<file path="src/rtl/fpu_pkg.sv">
// Shared types and constants for the FPU issue path: select codes, queued op record,
// issue FSM states.
package fpu_pkg;

    typedef enum logic [4:0] {
        FADD      = 5'b00000,
        FSUB      = 5'b00001,
        FMUL      = 5'b00010,
        FDIV      = 5'b00011,
        FSQRT     = 5'b00100,
        FMIN      = 5'b00101,
        FMAX      = 5'b00110,
        FMADD     = 5'b00111,
        FMSUB     = 5'b01000,
        FNMADD    = 5'b01001,
        FEQ       = 5'b01010,
        FLT       = 5'b01011,
        FLE       = 5'b01100,
        FSGNJ     = 5'b01101,
        FSGNJN    = 5'b01110,
        FSGNJX    = 5'b01111,
        FCLASS    = 5'b10000,
        FMV_X_W   = 5'b10001,
        FMV_W_X   = 5'b10010,
        FNMSUB    = 5'b10011,
        FCVT_W_S  = 5'b10100,
        FCVT_WU_S = 5'b10101,
        FCVT_S_W  = 5'b10110,
        FCVT_S_WU = 5'b10111
    } fpu_sel_t;

    localparam logic [4:0]  FPU_SEL_IDLE = 5'b11111;
    localparam logic [31:0] CANON_NAN    = 32'h7fc00000;

    typedef struct packed {
        logic [31:0] a;
        logic [31:0] b;
        logic [31:0] c;
        logic [2:0]  rm;
        logic [4:0]  sel;
        logic [4:0]  rd;
    } fp_op_t;

    typedef enum logic [1:0] {
        IDLE,
        ISSUE,
        WAIT,
        DONE
    } issue_state_t;

endpackage

</file>
<file path="src/rtl/fp_op_fifo.sv">
// Power-of-two FIFO of decoded FP ops with synchronous flush; head is always visible on rdata_o.
module fp_op_fifo
    import fpu_pkg::*;
#(
    parameter int unsigned DEPTH = 2
) (
    input  logic                    clk_i,
    input  logic                    rst_i,
    input  logic                    flush_i,
    input  logic                    push_i,
    input  logic                    pop_i,
    input  fp_op_t                  wdata_i,
    output fp_op_t                  rdata_o,
    output logic [$clog2(DEPTH):0]  count_o,
    output logic [$clog2(DEPTH):0]  count_next_o,
    output logic                    full_o,
    output logic                    empty_o
);

    localparam int unsigned PtrW = $clog2(DEPTH);
    localparam int unsigned CntW = PtrW + 1;

    fp_op_t            mem_q [DEPTH];
    logic [PtrW-1:0]   rd_ptr_q, rd_ptr_d;
    logic [PtrW-1:0]   wr_ptr_q, wr_ptr_d;
    logic [CntW-1:0]   count_q, count_d;

    always_comb begin
        rd_ptr_d = rd_ptr_q;
        wr_ptr_d = wr_ptr_q;
        count_d  = count_q;
        if (flush_i) begin
            rd_ptr_d = '0;
            wr_ptr_d = '0;
            count_d  = '0;
        end else begin
            // Pointers wrap naturally because DEPTH is a power of two.
            if (push_i) wr_ptr_d = wr_ptr_q + PtrW'(1);
            if (pop_i)  rd_ptr_d = rd_ptr_q + PtrW'(1);
            if (push_i && !pop_i)      count_d = count_q + CntW'(1);
            else if (pop_i && !push_i) count_d = count_q - CntW'(1);
        end
    end

    always_ff @(posedge clk_i or posedge rst_i) begin
        if (rst_i) begin
            rd_ptr_q <= '0;
            wr_ptr_q <= '0;
            count_q  <= '0;
        end else begin
            rd_ptr_q <= rd_ptr_d;
            wr_ptr_q <= wr_ptr_d;
            count_q  <= count_d;
        end
    end

    always_ff @(posedge clk_i) begin
        if (push_i && !flush_i) mem_q[wr_ptr_q] <= wdata_i;
    end

    assign rdata_o      = mem_q[rd_ptr_q];
    assign count_o      = count_q;
    assign count_next_o = count_d;
    assign full_o       = (count_q == CntW'(DEPTH));
    assign empty_o      = (count_q == '0);

endmodule

</file>
<file path="src/rtl/fpu_issue_queue.sv">
// Queues decoded RV32F ops and issues them one at a time to the FPU, holding operands
// while it stalls and returning the result on a one-cycle writeback pulse.
module fpu_issue_queue
    import fpu_pkg::*;
#(
    parameter int unsigned DEPTH    = 2,
    parameter int unsigned MAX_WAIT = 64
) (
    input  logic        g_clk,
    input  logic        g_rst,
    input  logic        flush,
    input  logic        in_valid,
    output logic        in_ready,
    input  logic [31:0] in_a,
    input  logic [31:0] in_b,
    input  logic [31:0] in_c,
    input  logic [2:0]  in_rm,
    input  logic [4:0]  in_sel,
    input  logic [4:0]  in_rd,
    output logic [31:0] fpu_a,
    output logic [31:0] fpu_b,
    output logic [31:0] fpu_c,
    output logic [2:0]  fpu_rm,
    output logic [4:0]  fpu_sel,
    input  logic        fpu_stall,
    input  logic [31:0] fpu_res,
    output logic        wb_valid,
    output logic [4:0]  wb_rd,
    output logic [31:0] wb_data,
    output logic        busy,
    output logic        timeout_err
);

    localparam int unsigned CntW  = $clog2(DEPTH) + 1;
    localparam int unsigned WaitW = $clog2(MAX_WAIT + 1);

    issue_state_t     state_q, state_d;
    fp_op_t           iss_q, iss_d;
    fp_op_t           fifo_head, fifo_wdata;
    logic [WaitW-1:0] wait_q, wait_d;
    logic             wb_valid_q, wb_valid_d;
    logic [4:0]       wb_rd_q, wb_rd_d;
    logic [31:0]      wb_data_q, wb_data_d;
    logic             timeout_q, timeout_d;
    logic             in_ready_q;
    logic             push, pop;
    logic             fifo_full, fifo_empty;
    logic [CntW-1:0]  count, count_next;

    assign push       = in_valid && in_ready_q && !fifo_full && !flush;
    assign fifo_wdata = '{a: in_a, b: in_b, c: in_c, rm: in_rm, sel: in_sel, rd: in_rd};

    fp_op_fifo #(
        .DEPTH (DEPTH)
    ) u_fifo (
        .clk_i        (g_clk),
        .rst_i        (g_rst),
        .flush_i      (flush),
        .push_i       (push),
        .pop_i        (pop),
        .wdata_i      (fifo_wdata),
        .rdata_o      (fifo_head),
        .count_o      (count),
        .count_next_o (count_next),
        .full_o       (fifo_full),
        .empty_o      (fifo_empty)
    );

    always_comb begin
        state_d    = state_q;
        iss_d      = iss_q;
        wait_d     = wait_q;
        wb_valid_d = 1'b0;
        wb_rd_d    = wb_rd_q;
        wb_data_d  = wb_data_q;
        timeout_d  = timeout_q;
        pop        = 1'b0;
        unique case (state_q)
            IDLE, DONE: begin
                state_d = IDLE;
                if (!fifo_empty) begin
                    pop     = 1'b1;
                    iss_d   = fifo_head;
                    state_d = ISSUE;
                end
            end
            // fpu_stall still describes the previous op here, so it is not sampled.
            ISSUE: begin
                state_d = WAIT;
                wait_d  = '0;
            end
            WAIT: begin
                if (!fpu_stall) begin
                    wb_valid_d = 1'b1;
                    wb_rd_d    = iss_q.rd;
                    wb_data_d  = fpu_res;
                    state_d    = DONE;
                end else if (wait_q == WaitW'(MAX_WAIT - 1)) begin
                    timeout_d  = 1'b1;
                    wb_valid_d = 1'b1;
                    wb_rd_d    = iss_q.rd;
                    wb_data_d  = CANON_NAN;
                    state_d    = DONE;
                end else begin
                    wait_d = wait_q + WaitW'(1);
                end
            end
            default: state_d = IDLE;
        endcase
        if (flush) begin
            state_d    = IDLE;
            pop        = 1'b0;
            iss_d      = iss_q;
            wb_valid_d = 1'b0;
            wb_rd_d    = wb_rd_q;
            wb_data_d  = wb_data_q;
            timeout_d  = timeout_q;
        end
    end

    always_ff @(posedge g_clk or posedge g_rst) begin
        if (g_rst) begin
            state_q    <= IDLE;
            iss_q      <= '0;
            wait_q     <= '0;
            wb_valid_q <= 1'b0;
            wb_rd_q    <= '0;
            wb_data_q  <= '0;
            timeout_q  <= 1'b0;
            in_ready_q <= 1'b1;
        end else begin
            state_q    <= state_d;
            iss_q      <= iss_d;
            wait_q     <= wait_d;
            wb_valid_q <= wb_valid_d;
            wb_rd_q    <= wb_rd_d;
            wb_data_q  <= wb_data_d;
            timeout_q  <= timeout_d;
            in_ready_q <= (count_next < CntW'(DEPTH));
        end
    end

    assign in_ready    = in_ready_q;
    assign fpu_a       = iss_q.a;
    assign fpu_b       = iss_q.b;
    assign fpu_c       = iss_q.c;
    assign fpu_rm      = iss_q.rm;
    assign fpu_sel     = (state_q == ISSUE || state_q == WAIT) ? iss_q.sel : FPU_SEL_IDLE;
    assign wb_valid    = wb_valid_q;
    assign wb_rd       = wb_rd_q;
    assign wb_data     = wb_data_q;
    assign busy        = (count != '0) || (state_q != IDLE);
    assign timeout_err = timeout_q;

endmodule

</file>
<file path="config.mk">
export PLATFORM = sky130hd
export DESIGN_NAME = fpu_issue_queue
export DESIGN_NICKNAME = d
export VERILOG_FILES = /design/src/rtl/fpu_pkg.sv /design/src/rtl/fp_op_fifo.sv /design/src/rtl/fpu_issue_queue.sv
export SDC_FILE = /design/constraint.sdc
export NUM_CORES = 1
export LEC_CHECK = 0
export ABC_AREA = 1
export CAP_MARGIN = 10
export CORE_ASPECT_RATIO = 1.25
export CORE_UTILIZATION = 48
export DETAILED_ROUTE_END_ITERATION = 10
export PLACE_DENSITY_LB_ADDON = 0.15
export SYNTH_ARGS = -nofsm -noshare
export SYNTH_HDL_FRONTEND = slang
export SYNTH_SLANG_ARGS = --single-unit
</file>
<file path="constraint.sdc">
create_clock -name g_clk -period 7.6 [get_ports g_clk]
set_input_delay 1.14 -clock g_clk [delete_from_list [all_inputs] [get_ports g_clk]]
set_output_delay 1.14 -clock g_clk [all_outputs]
set_load 0.05 [all_outputs]
</file>
==> results_tabular.tex <==
\begin{tabular}{lr}
\hline
Metric & Value \\
\hline
\multicolumn{2}{l}{\textbf{Worst setup path}} \\
Critical path fanouts, max & 6 \\
Data required time of the worst path & around 6.5 ns \\
Data arrival time of the critical path & about 2.4 ns \\
Critical Path Sink Type & output port \\
Critical setup path kind & reg2out \\
Critical Path Start Type & flop \\
\multicolumn{2}{l}{\textbf{Power}} \\
Internal Dissipation & 4.99 mW \\
Total design power & 8.47 mW \\
Power density relative to cell area & $\sim$460 nW/um\^{}2 \\
Proportion of power drawn by flip-flops and latches & 36.5\% \\
Clock share of power & around 22\% \\
Share of total power in combinational logic & approximately two fifths \\
Worst supply voltage drop on vdd & about 0.28 mV \\
Cell leakage power & between 7 and 8 nW \\
Net Sw Frac & between 40 and 50\% \\
Switching power & 3.48 mW \\
\multicolumn{2}{l}{\textbf{STA}} \\
Transition time of the tightest slew-check pin & between 1 and 1.5 ns \\
Max-Slew Margin vs Limit & between 20\% and 30\% \\
Setup TNS Final & 0 ns \\
Final count of negative-setup-slack endpoints & 0 \\
Final hold violations & 0 \\
RSZ-0062 raised after global routing & no \\
Fraction of the cycle the final worst path needs & a little under half \\
Max Transition Viols Final & 0 \\
Max Freq & between 200 and 300 MHz \\
Worst Clk Skew & 0.0127 ns \\
Crit path time final & approximately 3.5 ns \\
\multicolumn{2}{l}{\textbf{CTS}} \\
Total setup buffers inserted after CTS & 0 \\
Number of clock sinks seen by CTS & 380 \\
Post-CTS Resized & 0 \\
Depth of the CTS H-tree & 2 \\
Max Buffers Root-to-Sink & 3 \\
Clock network latency to the later pin of the worst-skew pair & 0.53 ns \\
Clock-pin slew of the registers on the worst-case setup and hold paths & 0.06 ns \\
Number of buffers added by the clock tree synthesis step & 38 \\
Hold buffers post-CTS & 0 \\
CTS tree & built \\
Library cell used as clock root buffer & sky130\_fd\_sc\_hd\_\_clkbuf\_16 \\
\multicolumn{2}{l}{\textbf{Synthesis}} \\
Sequential element share of the synthesized area & between 70\% and 80\% \\
Post-Synthesis Net Count & 1351 \\
Post-Syn Area & roughly 15000 um\^{}2 \\
Distinct cell type count after synthesis & 30 \\
Area share of the largest cell type after synthesis & between 40\% and 50\% \\
Number of warnings reported in the yosys synthesis log & 0 \\
Average footprint of a synthesized cell & approximately 12 um\^{}2 \\
Number of storage elements in the synthesis netlist & 380 \\
Post-Synthesis Cells & 1200 \\
Cell taking the most area after synthesis & sky130\_fd\_sc\_hd\_\_edfxtp\_1 \\
Leading post-synthesis cells by cell area & sky130\_fd\_sc\_hd\_\_edfxtp\_1 44\%, sky130\_fd\_sc\_hd\_\_dfrtp\_1 27\%, sky130\_fd\_sc\_hd\_\_nand2\_1 7.8\% \\
\multicolumn{2}{l}{\textbf{GRT}} \\
Pin count of the biggest net entering global routing & about 100 \\
GRT Total Usage & roughly a fifth \\
First-pass GRT wire length & 46.7 mm \\
Number of antenna violations at the first check in global routing & 4 \\
Remaining global-route overflow & 0 \\
Via count of the first global-routing pass & 8958 \\
\multicolumn{2}{l}{\textbf{Floorplan}} \\
Boundary pin count & $\sim$290 \\
Vert. Die Dim & about 200 um \\
CORE AREA & 30100 um\^{}2 \\
Die area & 31400 um\^{}2 \\
Number of cell rows & about 70 \\
Die W & between 150 and 200 um \\
Starting utilization of the core area & approximately half \\
\multicolumn{2}{l}{\textbf{Drt}} \\
DRT iter0 DRCs & roughly 580 \\
Per-cell via count in the routed design & roughly 5.0 \\
DR pass1 iterations & 6 \\
Number of design rule violations left after detail routing & 0 \\
Total wire length after detailed routing & around 30 mm \\
Via count & 9074 \\
Antenna viol nets, final & 0 \\
Drt wl/cell & around 17 um \\
\multicolumn{2}{l}{\textbf{Cells and area}} \\
Share of post-route cells with drive strength above 1 & 7.02\% \\
Commonest non-fill, non-tap cell in the layout & sky130\_fd\_sc\_hd\_\_nand2\_1 \\
Area growth, synth to finish & 25.1\% \\
Post-layout net count & roughly 1500 \\
Most frequent cells in the layout & 306 x sky130\_fd\_sc\_hd\_\_nand2\_1, 290 x sky130\_fd\_sc\_hd\_\_clkdlybuf4s50\_1, 218 x sky130\_fd\_sc\_hd\_\_edfxtp\_1 \\
\multicolumn{2}{l}{\textbf{Outcome}} \\
Result of the run & complete, no violations \\
\multicolumn{2}{l}{\textbf{Placed design}} \\
Final weighted congestion in routability-driven placement & between 0.7 and 0.8 \\
Half-perimeter wire length after detailed placement & 18.3 mm \\
Port-buffer cells & 290 \\
\multicolumn{2}{l}{\textbf{Run}} \\
Max-capacitance violation count & 0 \\
\multicolumn{2}{l}{\textbf{Hold path}} \\
Class of the most critical hold timing path & reg2reg \\
\hline
\end{tabular}
-- kinds of logic after synthesis --
kind of cell	count (synthesis)	share of synthesized area [%]
adders and majority gates	5	0.425
and+or+nand+nor	489	13.3
DFF	380	72.0
buffers and inverters	189	7.95
AOI/OAI and AO/OA	137	6.33
-- worst paths after layout --
path                            startpoint               to  slack, ns  cells after the start
worst max-delay path            state_q[1]       fpu_sel[2]       4.10                      5
worst min-delay path              wb_rd[1]         wb_rd[1]       0.47                      2
worst max register to register  state_q[0]       state_q[0]       4.92                      9
worst min register to register    wb_rd[1]         wb_rd[1]       0.47                      2
max in group asynchronous            g_rst  u_fifo.rd_ptr_q       4.78                      3
min in group asynchronous            g_rst         fpu_a[2]       1.15                      2
-- metal layers --
metal	vias up	global-route usage [%]	wire, um
li1	4373	-	-
met1	4359	24.0	12500
met2	276	33.0	14500
met3	60	4.97	2330
met4	6	7.69	796
met5	-	0	41
-- state kept, by name (all words and copies together) (netlist names) --
| signal | flops |
|---|---|
| fpu_a | 32 |
| fpu_b | 32 |
| fpu_c | 32 |
| fpu_rm | 3 |
| in_ready | 1 |
| iss_q | 10 |
| state_q | 2 |
| timeout_err | 1 |
| u_fifo.count_o | 2 |
| u_fifo.mem_q | 218 |
| u_fifo.rd_ptr_q | 1 |
| u_fifo.wr_ptr_q | 1 |
| wait_q | 7 |
| wb_data | 32 |
| wb_rd | 5 |
| wb_valid | 1 |
-- power by group through the flow --
stage	logic, mW	registers [mW]	clock network, mW
final	3.52	3.10	1.85
after global routing	3.79	3.17	1.97
after CTS	3.56	3.10	1.90
after detailed placement	3.56	3.14	0
after global placement	3.50	3.13	0
after floorplan	2.51	3.39	0
-- Yosys cell counts --
library cell               count
sky130_fd_sc_hd__nand2_1     306
sky130_fd_sc_hd__edfxtp_1    218
sky130_fd_sc_hd__dfrtp_1     161
sky130_fd_sc_hd__nor2_1      131
sky130_fd_sc_hd__a31oi_1     110
sky130_fd_sc_hd__buf_4       109
sky130_fd_sc_hd__clkbuf_1     30
sky130_fd_sc_hd__nand4_1      28
sky130_fd_sc_hd__inv_1        23
sky130_fd_sc_hd__buf_2        17
sky130_fd_sc_hd__nand3_1      12
sky130_fd_sc_hd__a21oi_4       9
sky130_fd_sc_hd__o21ai_0       8
sky130_fd_sc_hd__or2_2         6
sky130_fd_sc_hd__a21oi_1       5
sky130_fd_sc_hd__ha_1          5
sky130_fd_sc_hd__inv_2         5
sky130_fd_sc_hd__buf_1         2
sky130_fd_sc_hd__buf_6         2
sky130_fd_sc_hd__nand2_2       2
sky130_fd_sc_hd__o21ai_1       2
sky130_fd_sc_hd__a31o_2        1
sky130_fd_sc_hd__buf_12        1
sky130_fd_sc_hd__dfstp_2       1
sky130_fd_sc_hd__nand2_4       1
sky130_fd_sc_hd__nand3_2       1
sky130_fd_sc_hd__nor2_2        1
sky130_fd_sc_hd__nor2_4        1
sky130_fd_sc_hd__o21bai_1      1
sky130_fd_sc_hd__o22ai_1       1
-- layout make-up --
| type | count | area (um^2) |
|---|---|---|
| antenna | 2 | 5.00 |
| clock buffer | 55 | 1090 |
| clock inverter | 15 | 154 |
| fill | 2284 | 11700 |
| inverter | 28 | 113 |
| multi-input combinational | 631 | 2980 |
| sequential | 380 | 10600 |
| tap | 401 | 502 |
| timing repair buffer | 301 | 2990 |
-- stage by stage --
stage | hold slack, ns | cells | cell area, um^2 | util [%] | setup slack [ns]
finish | 0.468 | 1813 | 18400 | 61.2 | 4.10
detailed placement | 0.458 | 1741 | 17200 | 57.1 | 3.78
floorplan | 0.458 | 1200 | 14700 | - | 0.992
global placement | 0.452 | 1741 | 17200 | 57.1 | 3.85
global route | 0.490 | 1812 | 18400 | 61.2 | 3.98
CTS | 0.472 | 1811 | 18400 | 61.2 | 4.06
-- critical path, stage by stage (launching register included) --
cell	delay, ns
sky130_fd_sc_hd__dfrtp_1	0.37
sky130_fd_sc_hd__inv_1	0.05
sky130_fd_sc_hd__ha_1	0.32
sky130_fd_sc_hd__inv_2	0.09
sky130_fd_sc_hd__or2_2	0.27
sky130_fd_sc_hd__clkdlybuf4s50_1	0.73
(Power assumes the default switching activity.)
